<file path="src/rtl/pak_dsp_pkg.sv">
// Shared constants and width helper for the pak_dsp sample path.
// Used by the pad ingress stage and its FIFO.
package pak_dsp_pkg;

  localparam int DSP_DATA_WIDTH = 14;
  localparam int INGRESS_DEPTH  = 8;

  // Ceiling log2; clog2(1) is 0, so pointer widths collapse correctly.
  function automatic int clog2(input int value);
    int r;
    int v;
    r = 0;
    v = value - 1;
    while (v > 0) begin
      r = r + 1;
      v = v >> 1;
    end
    return r;
  endfunction

endpackage

</file>
<file path="src/rtl/pad_src_ingress_if.sv">
// Sample stream bundle between the ingress FIFO and the filter source port.
// valid/ready: a beat transfers on a clock edge where valid and ready are both 1; data is stable while valid=1 and ready=0.
interface pad_src_ingress_if #(
  parameter int DATA_WIDTH = pak_dsp_pkg::DSP_DATA_WIDTH
);

  logic [DATA_WIDTH-1:0] data;
  logic                  valid;
  logic                  ready;

  modport master (output data, output valid, input ready);
  modport slave  (input data, input valid, output ready);

endinterface

</file>
<file path="src/rtl/sync_fifo.sv">
// Single-clock first-word-fall-through FIFO; the head entry is always visible on out.data.
// A push into a full FIFO is ignored even if the head pops in the same cycle.
module sync_fifo import pak_dsp_pkg::*; #(
  parameter int DATA_WIDTH = DSP_DATA_WIDTH,
  parameter int DEPTH      = INGRESS_DEPTH,
  localparam int PW        = clog2(DEPTH),
  localparam int LW        = clog2(DEPTH) + 1
) (
  input  logic                  clk_i,
  input  logic                  rst_i,
  input  logic                  clear_i,
  input  logic                  push_i,
  input  logic [DATA_WIDTH-1:0] push_data_i,
  pad_src_ingress_if.master     out,
  output logic [LW-1:0]         level_o,
  output logic [LW-1:0]         level_next_o,
  output logic                  full_o
);

  localparam logic [LW-1:0] FULL_LEVEL = LW'(DEPTH);

  logic [DATA_WIDTH-1:0] mem_q [DEPTH];
  logic [PW-1:0]         wr_ptr_q;
  logic [PW-1:0]         wr_ptr_d;
  logic [PW-1:0]         rd_ptr_q;
  logic [PW-1:0]         rd_ptr_d;
  logic [LW-1:0]         level_q;
  logic [LW-1:0]         level_d;
  logic                  do_push;
  logic                  do_pop;

  assign full_o    = (level_q == FULL_LEVEL);
  assign out.valid = (level_q != '0);
  assign out.data  = mem_q[rd_ptr_q];

  // Flush wins over both sides of the handshake.
  assign do_push = push_i & ~full_o & ~clear_i;
  assign do_pop  = out.valid & out.ready & ~clear_i;

  always_comb begin
    wr_ptr_d = wr_ptr_q;
    rd_ptr_d = rd_ptr_q;
    level_d  = level_q;
    if (clear_i) begin
      wr_ptr_d = '0;
      rd_ptr_d = '0;
      level_d  = '0;
    end else begin
      if (do_push) begin
        wr_ptr_d = wr_ptr_q + 1'b1;
      end
      if (do_pop) begin
        rd_ptr_d = rd_ptr_q + 1'b1;
      end
      case ({do_push, do_pop})
        2'b10:   level_d = level_q + 1'b1;
        2'b01:   level_d = level_q - 1'b1;
        default: level_d = level_q;
      endcase
    end
  end

  always_ff @(posedge clk_i) begin
    if (rst_i) begin
      for (int i = 0; i < DEPTH; i++) begin
        mem_q[i] <= '0;
      end
      wr_ptr_q <= '0;
      rd_ptr_q <= '0;
      level_q  <= '0;
    end else begin
      wr_ptr_q <= wr_ptr_d;
      rd_ptr_q <= rd_ptr_d;
      level_q  <= level_d;
      if (do_push) begin
        mem_q[wr_ptr_q] <= push_data_i;
      end
    end
  end

  assign level_o      = level_q;
  assign level_next_o = level_d;

endmodule

</file>
<file path="src/rtl/pad_src_ingress.sv">
// Pad sample ingress: synchronises the raw pad bus, captures one sample per strobe rising edge,
// and buffers samples for the pak_dsp source stream with level, overflow and ready reporting.
module pad_src_ingress import pak_dsp_pkg::*; #(
  parameter int DATA_WIDTH  = DSP_DATA_WIDTH,
  parameter int DEPTH       = INGRESS_DEPTH,
  parameter int SYNC_STAGES = 2,
  localparam int LW         = clog2(DEPTH) + 1
) (
  input  logic                  wb_clk_i,
  input  logic                  wb_rst_i,
  input  logic [DATA_WIDTH-1:0] pad_data_i,
  input  logic                  pad_valid_i,
  output logic                  pad_ready_o,
  output logic [DATA_WIDTH-1:0] m_data_o,
  output logic                  m_valid_o,
  input  logic                  m_ready_i,
  input  logic                  clear_i,
  output logic [LW-1:0]         level_o,
  output logic                  overflow_o
);

  // Ready threshold leaves room for samples still travelling through the synchroniser.
  localparam int READY_MAX_LEVEL = DEPTH - SYNC_STAGES - 1;

  logic [DATA_WIDTH-1:0]  data_sync_q [SYNC_STAGES];
  logic [SYNC_STAGES-1:0] valid_sync_q;
  logic [SYNC_STAGES-1:0] primed_q;
  logic                   valid_prev_q;
  logic                   armed_q;
  logic                   overflow_q;
  logic                   pad_ready_q;
  logic                   valid_s;
  logic                   cap;
  logic                   fifo_full;
  logic [LW-1:0]          fifo_level;
  logic [LW-1:0]          fifo_level_next;

  pad_src_ingress_if #(.DATA_WIDTH(DATA_WIDTH)) m_if ();

  assign valid_s = valid_sync_q[SYNC_STAGES-1];

  // armed_q stays low until the synchroniser has flushed its reset zeros and then shows a genuine
  // low strobe, so a strobe already high at reset release is never taken as an edge.
  assign cap = valid_s & ~valid_prev_q & armed_q;

  always_ff @(posedge wb_clk_i) begin
    if (wb_rst_i) begin
      for (int i = 0; i < SYNC_STAGES; i++) begin
        data_sync_q[i] <= '0;
      end
      valid_sync_q <= '0;
      primed_q     <= '0;
      valid_prev_q <= 1'b0;
      armed_q      <= 1'b0;
    end else begin
      data_sync_q[0] <= pad_data_i;
      for (int i = 1; i < SYNC_STAGES; i++) begin
        data_sync_q[i] <= data_sync_q[i-1];
      end
      valid_sync_q <= {valid_sync_q[SYNC_STAGES-2:0], pad_valid_i};
      primed_q     <= {primed_q[SYNC_STAGES-2:0], 1'b1};
      valid_prev_q <= valid_s;
      armed_q      <= armed_q | (primed_q[SYNC_STAGES-1] & ~valid_s);
    end
  end

  always_ff @(posedge wb_clk_i) begin
    if (wb_rst_i) begin
      overflow_q  <= 1'b0;
      pad_ready_q <= 1'b0;
    end else begin
      if (clear_i) begin
        overflow_q <= 1'b0;
      end else if (cap && fifo_full) begin
        overflow_q <= 1'b1;
      end
      pad_ready_q <= (int'(fifo_level_next) <= READY_MAX_LEVEL);
    end
  end

  sync_fifo #(
    .DATA_WIDTH (DATA_WIDTH),
    .DEPTH      (DEPTH)
  ) u_fifo (
    .clk_i        (wb_clk_i),
    .rst_i        (wb_rst_i),
    .clear_i      (clear_i),
    .push_i       (cap),
    .push_data_i  (data_sync_q[SYNC_STAGES-1]),
    .out          (m_if.master),
    .level_o      (fifo_level),
    .level_next_o (fifo_level_next),
    .full_o       (fifo_full)
  );

  assign m_if.ready  = m_ready_i;
  assign m_data_o    = m_if.data;
  assign m_valid_o   = m_if.valid;
  assign level_o     = fifo_level;
  assign overflow_o  = overflow_q;
  assign pad_ready_o = pad_ready_q;

endmodule

</file>
<file path="config.mk">
export PLATFORM = sky130hd
export DESIGN_NAME = pad_src_ingress
export DESIGN_NICKNAME = d
export VERILOG_FILES = /design/src/rtl/pak_dsp_pkg.sv /design/src/rtl/pad_src_ingress_if.sv /design/src/rtl/sync_fifo.sv /design/src/rtl/pad_src_ingress.sv
export SDC_FILE = /design/constraint.sdc
export NUM_CORES = 1
export LEC_CHECK = 0
export CORE_UTILIZATION = 30
export CTS_CLUSTER_DIAMETER = 30
export CTS_CLUSTER_SIZE = 28
export DETAILED_ROUTE_END_ITERATION = 10
export HOLD_SLACK_MARGIN = 0.03
export PLACE_DENSITY = 0.5
export SLEW_MARGIN = 20
export SYNTH_ARGS = -nofsm -noshare
export SYNTH_HDL_FRONTEND = slang
export SYNTH_HIERARCHICAL = 1
export SYNTH_SLANG_ARGS = --single-unit
</file>
<file path="constraint.sdc">
create_clock -name wb_clk_i -period 4.9 [get_ports wb_clk_i]
set_input_delay 0.98 -clock wb_clk_i [delete_from_list [all_inputs] [get_ports wb_clk_i]]
set_output_delay 0.98 -clock wb_clk_i [all_outputs]
set_load 0.02 [all_outputs]
</file>
After elaboration in Yosys (flattened, before gate mapping)
Memories as Yosys holds them, arrays and structs flattened. A register that Yosys moved wholly into a read port is not among the register bits.
Cells that the tools add are included.
{"block": "totals", "regBits": 18, "latchBits": 0, "ramBits": 140, "rom_bits": 0, "input_bits": 19, "wordCells": 54, "n_memories": 2}
{"block": "classes", "add_sub_neg": 4, "multipliers": 0, "n_div": 0, "order_cmp": 1, "eq_ne": 3, "n_shift": 0, "n_mux": 16, "bitwise": 14, "reduce_logical": 4}
{"memory": "u_fifo.mem_q", "words": 8, "width": 14, "rd": 1, "rd_clocked_by_memory_dff": 1, "wr": 8, "line": "sync_fifo.sv:22", "rtl": "logic [DATA_WIDTH-1:0] mem_q [DEPTH];"}
{"memory": "data_sync_q", "words": 2, "width": 14, "rd": 2, "rd_clocked_by_memory_dff": 0, "wr": 2, "line": "pad_src_ingress.sv:25", "rtl": "logic [DATA_WIDTH-1:0] data_sync_q [SYNC_STAGES];"}
{"operator": "$mux 14", "n": 3}
{"operator": "$reduce_or 14->1", "n": 1}
{"operator": "$mux 3", "n": 3}
{"operator": "$mux 1", "n": 8}
{"operator": "$pmux 4 s2", "n": 1}
{"operator": "$and 1x1->1", "n": 7}
{"operator": "$add 3x1->3 const B", "n": 2}
{"operator": "$add 4x1->4 const B", "n": 1}
{"operator": "$eq 4x4->1 const B", "n": 1}
{"operator": "$le 4x3->1 const B", "n": 1}
{"operator": "$mux 4", "n": 1}
{"operator": "$not 1->1", "n": 4}
{"operator": "$reduce_bool 4->1", "n": 1}
{"operator": "$sub 4x1->4 const B", "n": 1}
{"operator": "$or 1x1->1", "n": 3}
{"operator": "$eq 2x1->1 const B", "n": 1}
{"operator": "$eq 2x2->1 const B", "n": 1}
{"operator": "$reduce_or 2->1", "n": 1}
{"operator": "$logic_and 1x1->1", "n": 1}

Depth between registers and ports, before layout
Gate-level depths: netlist of run 1.
{"block": "depth", "word_depth": 10, "ltp_mapped": 11, "depth_no_buf": 11}

Cells and area by module
The synthesis of run 1 kept the hierarchy.
{"mod": "sync_fifo", "n_inst": 1, "cells_each": 405, "area_each_um2": 5705.5, "seq_area_each_um2": 3623.5}
{"mod": "pad_src_ingress", "n_inst": 1, "cells_each": 80, "area_each_um2": 999.7, "seq_area_each_um2": 720.7}

Worst setup path after synthesis of run 1
No wires, ideal clock.
{"block": "synth_timing", "path_type": "input -> register", "from": "in clear_i", "to": "reg pad_ready_q (netlist: pad_ready_o)", "arrival_ns": 2.976, "required_time_ns": 4.814, "path_slack_ns": 1.838, "cell_stages": 9, "cell_sequence": "clkbuf_1 or2_2 ha_1 ha_1 nand3_1 a211o_1 nand2_1 mux2_2 a211oi_1"}
{"block": "synth_between", "elab_chain_cells": 6, "elab_cells_between_ends": 8, "classes_between": "1 x order compare; 2 x eq/ne; 2 x mux; 3 x bitwise"}
{"item": "from (decl)", "line": "pad_src_ingress.sv:17", "rtl": "input logic clear_i,"}
{"item": "$not 1->1", "line": "sync_fifo.sv:37, sync_fifo.sv:38"}
{"item": "$and 1x1->1, on equally long branches", "line": "sync_fifo.sv:38, sync_fifo.sv:37"}
{"item": "$eq 2x1->1 / $eq 2x2->1 (equally long branches)", "line": "sync_fifo.sv:55", "rtl": "case ({do_push, do_pop})"}
{"item": "$pmux 4 s2", "line": "sync_fifo.sv:55"}
{"item": "$mux 4 (*)", "line": "sync_fifo.sv:44", "rtl": "if (clear_i) begin"}
{"item": "via fifo_level_next[3]", "line": "pad_src_ingress.sv:36", "rtl": "logic [LW-1:0] fifo_level_next;"}
{"item": "$le 4x3->1 (*)", "line": "pad_src_ingress.sv:77", "rtl": "pad_ready_q <= (int'(fifo_level_next) <= READY_MAX_LEVEL);"}
{"item": "to (signal assigned)", "line": "pad_src_ingress.sv:77"}
{"item": "to (decl)", "line": "pad_src_ingress.sv:31", "rtl": "logic pad_ready_q;"}
Mark *: on every way through the listed nets, which the timed path passes. The rest lies on a longest branch.
A chain may end at the register's enable or synchronous reset.

==> results.md, run 1 <==
* Outcome: completed
* Share of layout cells above drive strength 1 at 0.183
* Kind of critical path: reg2out
* Fmax at 257 MHz
* Row count at 54
* Tcrit/Tclk final at 0.794
* Cell area power density at 365 nW/µm²
* Detailed Place HPWL at 9300 µm
* Metal2 WL at 6990 µm
* Number of hold-slack violations in the final timing report at 0
* Total of endpoints with negative setup slack in the final report at 0
* Tightest Pin Transition at 1.07 ns
* Crit path buf inv count at 2
* Total Nets Final at 553
* Total number of clock tree sinks at 161
* Diode insertion count for antenna repair at 0
* CP arrival at 2.91 ns
* Clk_lat worst skew at 0.42 ns
* Min Clock Period, post-route at 3.89 ns
* Largest stage delay on the critical path at 0.65 ns
* YS warnings at 6
* Maximum Capacitance Violations at 0
* PnR Total Power at 2.90 mW
* Required time at the endpoint of the critical path at 3.92 ns
* Hold WC Path Type: reg2reg
* DR vias/cell at 4.60
* Leakage dissipation at 2.70 nW
* Drt total wl at 14900 µm
* Ordered cell list for the critical path: buf_4 -> mux4_2 -> mux2_2 -> clkdlybuf4s50_1
* Netlist area before placement at 6700 µm²
* Area growth from synthesis to layout at 18.5%
* Filler Cell Count at 2186
* Number of remaining DRC errors at 0
* Post-Synthesis Net Count at 509
* Maximum number of pins on one net before global-route repair at 39
* Hold-fix buffers, CTS at 0
* Core outline area at 21900 µm²
* All-layer global routing usage at 0.142
* Detailed-route wire length per cell at 18.2 µm
* Worst slew margin relative to its limit at 0.285
* Cell family contributing the most delay on the critical path: buffers and inverters
* Final slew viol count at 0
* Highest Signal Layer: met4
* Mean post-synth cell area at 13.8 µm²
* Maximum fanout along the worst path at 16
* Floorplan die area at 22900 µm²
* Remaining antenna violation count at 0
* First-pass iteration count of the detailed router at 4
* Count of buffers added by post-CTS timing repair for setup at 0
* Crit. End Element: output pin
* Number of global-route vias before repair at 3927
* Root Buffer: clkbuf_16
* Maximum vdd ir drop at 250 µV
* Gate count after technology mapping at 484
* Clock tree from TritonCTS: built
* Overall via count from detail_route at 3774
* Number of CTS-inserted buffers at 17
* Max clock buf depth at 2
* Clk_skew at 0.00989 ns
* Post-CTS resize count at 0
* Total of buffers placed on input and output ports at 39
* Unrepaired setup endpoints after global routing: false
* Vert. Die Dim at 151 µm
* Number of antenna violations at the first check in global routing at 0
* Startpoint type of the worst setup path: register
* First-pass GRT wire length at 22700 µm
* Top Ports at 40
* Detail Route met3 WL at 963 µm
* RD Place Congestion at 0.748
* Final worst setup slack at 1.01 ns
* Residual overflow from global routing at 0
* Depth of the CTS H-tree at 4
* Die Width at 151 µm
* Total negative slack for setup checks at 0 ns
* Routed metal-1 wirelength at 6870 µm
* Initial standard-cell utilization of the core at 0.306
* Critical-path cell with the highest stage delay: dfxtp_2
* Clock transition at the register clock pins on the worst setup and hold paths after CTS at 0.06 ns
* 1st-iter DRT viols at 229
* Place WS at 0.978 ns
==> stage by stage <==
| stage | instances | hold slack [ns] | util | cell area, µm² |
|---|---|---|---|---|
| 4_1_cts | 821 | 0.438 | 0.363 | 7940 |
| 3_3_place_gp | 789 | 0.424 | 0.336 | 7360 |
| 2_1_floorplan | 484 | 0.411 | - | 6700 |
| 6_report | 821 | 0.434 | 0.363 | 7940 |
| 3_5_place_dp | 789 | 0.424 | 0.336 | 7360 |
| 5_1_grt | 821 | 0.456 | 0.363 | 7940 |
==> state kept, by name, summed over array words and instances, names as in the netlist, named ones only <==
name	cells
u_fifo/level_o	4
armed_q	1
u_fifo/mem_q	112
u_fifo/rd_ptr_q	3
overflow_o	1
data_sync_q	28
u_fifo/wr_ptr_q	3
primed_q	2
valid_prev_q	1
pad_ready_o	1
valid_sync_q	2
==> path summary, 6_finish.rpt <==
path | start | end | slack, ns | depth (start not counted)
setup / recovery | register | m_data_o[3] | 1.01 | 4
hold / removal | valid_sync_q[0]$_SDFF_PP0_ | valid_sync_q[1]$_SDFF_PP0_ | 0.43 | 1
setup reg to reg | u_fifo/level_o[3]$_SDFF_PP0_ | pad_ready_o$_SDFF_PP0_ | 1.89 | 10
hold reg to reg | valid_sync_q[0]$_SDFF_PP0_ | valid_sync_q[1]$_SDFF_PP0_ | 0.43 | 1
==> worst register-to-register path: stages, from the launching register on <==
cell and delay (ns):
dfxtp_1 0.35, or4_1 0.62, nand2_1 0.17, nor2_1 0.06, ha_1 0.27, ha_1 0.36
nand3_1 0.12, a211o_1 0.30, nand2_1 0.10, mux2_2 0.34, a211oi_1 0.24
==> per-layer routing <==
metal,vias up,global-route usage
li1,1798,-
met1,1864,0.186
met2,105,0.228
met3,7,0.0368
met4,0,0.0470
met5,-,0
==> report_power, final <==
part	leakage [nW]	internal [mW]	switching [mW]	total, mW
combinational	0.859	0.0515	0.0608	0.112
clock	0.284	0.764	0.512	1.28
sequential	1.56	1.49	0.0164	1.51
total	2.70	2.31	0.589	2.90
==> cell type report <==
type,instances,area [µm²],share of cell area
Sequential cell,161,4350,0.547
Multi-Input combinational cell,292,2160,0.272
Clock buffer,25,539,0.0679
Timing Repair Buffer,51,480,0.0605
Tap cell,280,350,0.0441
Clock inverter,7,43.8,0.00551
Inverter,5,18.8,0.00236
==> cell usage in the layout, fill, tap and decap left out, types with 3 or more instances in the layout <==
cell	instances
clkbuf_1	3
mux2_2	16
o21bai_1	6
and2_1	28
dfxtp_1	47
edfxtp_1	112
buf_4	12
clkbuf_16	20
inv_1	4
xor2_1	6
nor2_1	100
a21oi_1	3
clkinv_2	4
nand4b_1	3
clkdlybuf4s50_1	39
and2b_1	3
nand3_1	5
nor2b_1	31
mux4_2	28
ha_1	5
nand2_1	34
(Power assumes the default switching activity.)
==> inputs of run 2 (changes only) <==
Clock period 4.9 ns to 3.91 ns, I/O delays scaled along.
==> run 2 against run 1 <==
  * Wire length down 0.13%
  * Setup slack worse by 0.30 ns
  * Sequential power rose by 26%
  * Die area is the same
  * Sequential share of layout area barely moved
  * Count of clock-buffer cells in the layout is 2 lower
  * Non-clock buffer count increased by 4
  * Largest power group unchanged
  * First-iteration DRC count rose by 25%
  * Sequential cell count is the same
  * Critical path type unchanged
  * Design area hardly changed
  * Clock skew down 0.0013 ns
==> results.md, run 2 (synthesized netlist as in run 1, its figures left out) <==
* Int Pwr at 2.87 mW (+24%)
* Overall via count from detail_route at 3868 (+2.5%)
* Sequential share of power at 0.529 (+0.008)
* First-pass GRT wire length at 23200 µm (+2.4%)
* Most frequent cells in the layout: edfxtp_1, nor2_1, dfxtp_1
* Cell area power density at 451 nW/µm² (+24%)
* Diode insertion count for antenna repair at 0 (unchanged)
* First-pass iteration count of the detailed router at 5 (+1)
* Maximum Capacitance Violations at 0 (unchanged)
* Max clock buf depth at 2 (unchanged)
* Fin area at 7940 µm² (about the same)
* Post-CTS resize count at 0 (unchanged)
* Largest stage delay on the critical path at 0.55 ns (-0.10 ns)
* Required time at the endpoint of the critical path at 3.13 ns (-0.79 ns)
* Clock network fraction of total power at 0.431 (-0.009)
* Most common library cell in the layout ignoring fill and taps: edfxtp_1
* Unrepaired setup endpoints after global routing: false
* Detailed Place HPWL at 9290 µm (about the same)
* Total of buffers placed on input and output ports at 39 (unchanged)
* Total of endpoints with negative setup slack in the final report at 0 (unchanged)
* Sw Share at 0.200 (-0.00353)
* Critical-path cell with the highest stage delay: clkdlybuf4s50_1
* Depth of the CTS H-tree at 4 (unchanged)
* Number of CTS-inserted buffers at 17 (unchanged)
* Largest register FFs at 112 (unchanged)
* Vert. Die Dim at 151 µm (unchanged)
* Min Clock Period, post-route at 3.21 ns
* Maximum number of pins on one net before global-route repair at 47 (+21%)
* Tightest Pin Transition at 0.961 ns (-0.111 ns)
* Post-DP Area at 7400 µm² (+0.56%)
* Drt total wl at 14900 µm (-0.13%)
* Row count at 54 (unchanged)
* Number of remaining DRC errors at 0 (unchanged)
* Number of hold-slack violations in the final timing report at 0 (unchanged)
* CP arrival at 2.42 ns (-0.49 ns)
* All-layer global routing usage at 0.143 (+0.00136)
* Leakage dissipation at 2.70 nW (about the same)
* Total negative slack for setup checks at 0 ns (unchanged)
* Top Ports at 40 (unchanged)
* Crit. End Element: output pin
* Hold WC Path Type: reg2reg
* Detailed-route wire length per cell at 18.1 µm (-0.61%)
* Post-route worst hold slack at 0.436 ns (+0.00169 ns)
* Clock transition at the register clock pins on the worst setup and hold paths after CTS at 0.06 ns (about the same)
* Core outline area at 21900 µm² (unchanged)
* Number of global-route vias before repair at 4053 (+3.2%)
* Tcrit/Tclk final at 0.820
* Net load switching power at 716 µW (+21%)
* DR vias/cell at 4.69 (+2.0%)
* Outcome: completed
* Initial standard-cell utilization of the core at 0.306 (unchanged)
* Remaining antenna violation count at 0 (unchanged)
* Total number of clock tree sinks at 161 (unchanged)
* Crit path buf inv count at 2 (unchanged)
* Worst slew margin relative to its limit at 0.356 (+0.0707)
* Share of layout cells above drive strength 1 at 0.174 (-0.00868)
* Fmax at 312 MHz
* Die Width at 151 µm (unchanged)
* Reg with most FFs: u_fifo/mem_q
* Clk_skew at 0.00856 ns (-0.00133 ns)
* 1st-iter DRT viols at 286 (+25%)
* Number of antenna violations at the first check in global routing at 0 (unchanged)
* Ordered cell list for the critical path: buf_12 -> mux4_2 -> mux2_2 -> clkdlybuf4s50_1
* Startpoint type of the worst setup path: register
* Count of buffers added by post-CTS timing repair for setup at 0 (unchanged)
* Floorplan die area at 22900 µm² (unchanged)
* RD Place Congestion at 0.795 (+6.2%)
* Total Nets Final at 557 (+0.72%)
* Place WS at 0.667 ns (-0.312 ns)
* Final slew viol count at 0 (unchanged)
* Maximum vdd ir drop at 319 µV (+28%)
* PnR Total Power at 3.58 mW (+24%)
* Root Buffer: clkbuf_16
* Hold-fix buffers, CTS at 0 (unchanged)
* Residual overflow from global routing at 0 (unchanged)
* Clk_lat worst skew at 0.42 ns (about the same)
* Kind of critical path: reg2out
* Combinational share of power at 0.040 (about the same)
* Non-Filler Instances at 825 (+0.49%)
* Area growth from synthesis to layout at 18.4% (about the same)
* Cell family contributing the most delay on the critical path: multiplexers
* Cell count after placement at 793 (+0.51%)
* Post-route core utilization at 0.363 (about the same)
* Final worst setup slack at 0.704 ns (-0.304 ns)
* Maximum fanout along the worst path at 28 (+12)
* Clock tree from TritonCTS: built
[run 2: changes by cell type in the layout (fill, tap and decap cells not counted)]
cell,before,now
dfxtp_2,2,1
clkinv_1,0,4
clkbuf_8,2,0
clkinvlp_4,2,0
dfxtp_1,47,48
clkbuf_16,20,17
clkinv_2,4,3
clkbuf_1,3,6
buf_4,12,15
buf_12,0,1
clkinv_4,1,0
bufinv_16,0,2
[run 2: worst reg2reg max path, delay by kind of cell, from the launching register on]
| family | cells | cell delay [ns] |
|---|---|---|
| and+or+nand+nor | 5 | 0.93 |
| adders and majority gates | 2 | 0.64 |
| muxes | 1 | 0.33 |
| AOI/OAI and AO/OA | 3 | 0.58 |
| DFF | 1 | 0.37 |
[run 2: power by group through the flow]
stage | combinational [mW] | clock (mW) | sequential [mW]
floorplan | 0.0756 | 0 | 1.92
global placement | 0.143 | 0 | 1.93
detailed placement | 0.144 | 0 | 1.93
CTS | 0.144 | 1.58 | 1.90
global route | 0.154 | 1.64 | 1.90
finish | 0.142 | 1.55 | 1.90
[run 2: routing by layer]
metal	GRT usage	wire length, µm	up-vias
li1	-	-	1807
met1	0.193	7160	1957
met2	0.225	6900	91
met3	0.0374	672	13
met4	0.0430	187	0
met5	0	0	-
[run 2: final timing paths]
check | from | endpoint | slack [ns] | cells after the start
max | register | m_data_o[6] | 0.70 | 4
min | data_sync_q[0][5]$_SDFF_PP0_ | data_sync_q[0][19]$_SDFF_PP0_ | 0.44 | 1
max reg2reg | valid_sync_q[1]$_SDFF_PP0_ | pad_ready_o$_SDFF_PP0_ | 1.00 | 11
min reg2reg | data_sync_q[0][5]$_SDFF_PP0_ | data_sync_q[0][19]$_SDFF_PP0_ | 0.44 | 1
[run 2: cell type report]
cell class	count	area [µm²]
Multi-Input combinational cell	292	2160
Fill cell	2172	14000
Clock buffer	23	448
Timing Repair Buffer	55	523
Sequential cell	161	4350
Clock inverter	9	90.1
Tap cell	280	350
Inverter	5	18.8
==> variant, RTL diff (config.mk and constraints of run 2) <==
Register the output `level_o`, without a reset; this adds one clock of latency there. The other outputs are not delayed to match.
--- a/src/rtl/pad_src_ingress.sv
+++ b/src/rtl/pad_src_ingress.sv
@@ -22,4 +22,6 @@
   // Ready threshold leaves room for samples still travelling through the synchroniser.
   localparam int READY_MAX_LEVEL = DEPTH - SYNC_STAGES - 1;
+
+  logic [LW-1:0] level_c;
 
   logic [DATA_WIDTH-1:0]  data_sync_q [SYNC_STAGES];
@@ -97,8 +99,12 @@
   assign m_data_o    = m_if.data;
   assign m_valid_o   = m_if.valid;
-  assign level_o     = fifo_level;
+  assign level_c     = fifo_level;
   assign overflow_o  = overflow_q;
   assign pad_ready_o = pad_ready_q;
 
+  always_ff @(posedge wb_clk_i) begin
+    level_o <= level_c;
+  end
+
 endmodule
 
Formal check against the unedited RTL: not equivalent (a bounded check fails within 10 cycles, from zero or initial values and one cycle with wb_rst_i high).
==> variant against run 2 <==
The flow now finishes with violations (DRC). Count of clock-buffer cells in the layout down 2. Final area rose by 2.0%. Routed wire length shrank 1.5%. Cell count rose by 0.61%. Sequential cell count grew 4. Setup slack worse by 0.023 ns. Area after synthesis increased by 1.2%. Maximum frequency down 0.71%. Power grew 5.9%. Largest cell class unchanged.
==> variant: results <==
{
  "status": "finished, violations left",
  "violations": "DRC",
  "pre_cts_slack_ns": 0.628,
  "grt_max_degree": 38,
  "grt_pass1_vias": 4141,
  "fin_nets": 562,
  "drt_iter0_drc": 203,
  "via_count": 3780,
  "dp_hpwl_um": 9330,
  "leakage_nw": 2.77,
  "ir_drop_v": 0.000317,
  "grt_pass1_wl_um": 23200,
  "drive_gt1_frac": 0.184,
  "wire_per_inst_um": 17.7,
  "met1_length_um": 6850,
  "firstDrtPassIters": 9,
  "gr-usage-all-layers": 0.135,
  "gp_congestion": 0.743,
  "met2_length_um": 6890,
  "synth_nets": 513,
  "wl_met3_um": 694,
  "nFillCells": 2121,
  "vias_per_cell": 4.55,
  "dp.cells": 798,
  "synth_cells": 488,
  "drc": 2,
  "tightest_slew_ns": 0.817,
  "cpMaxStageDelayCell": "mux4_2",
  "fin_skew_ns": 0.0205
}
## variant: final cells by class
cell class / count / area share
flip-flops and latches: 165 / 0.547
clock buffers: 21 / 0.0556
well taps: 280 / 0.0433
inverters: 5 / 0.00232
repair buffers: 56 / 0.0655
clock inverters: 11 / 0.0196
multi-input cells: 292 / 0.267
## variant: report_power, final
group / switching [W] / internal, W / total, W
Combinational: 0.0000749 / 0.0000654 / 0.000140
Clock: 0.000641 / 0.00108 / 0.00172
Sequential: 0.0000214 / 0.00191 / 0.00194
## variant: routing by layer
layer | up-vias | GRT usage
li1 | 1820 | -
met1 | 1854 | 0.171
met2 | 91 | 0.222
met3 | 15 | 0.0370
met4 | 0 | 0.0510
met5 | - | 0
## variant: path summary, 6_finish.rpt
kind / from / to / slack [ns] / cells past startpoint
worst min register to register: u_fifo/level_o[3] / level_o[3] / 0.41 / 0
worst min-delay path: u_fifo/level_o[3] / level_o[3] / 0.41 / 0
worst max-delay path: flop / m_data_o[8] / 0.68 / 4
worst max register to register: u_fifo/level_o[3] / pad_ready_o / 0.96 / 10
## variant: metrics by stage
| stage | hold WS, ns | total power [W] | instance area [sq um] |
|---|---|---|---|
| CTS | 0.413 | 0.00384 | 8100 |
| detailed placement | 0.399 | 0.00212 | 7490 |
| finish | 0.412 | 0.00380 | 8100 |
| global route | 0.428 | 0.00392 | 8100 |
| floorplan | 0.377 | 0.00204 | 6780 |
| global placement | 0.410 | 0.00211 | 7490 |
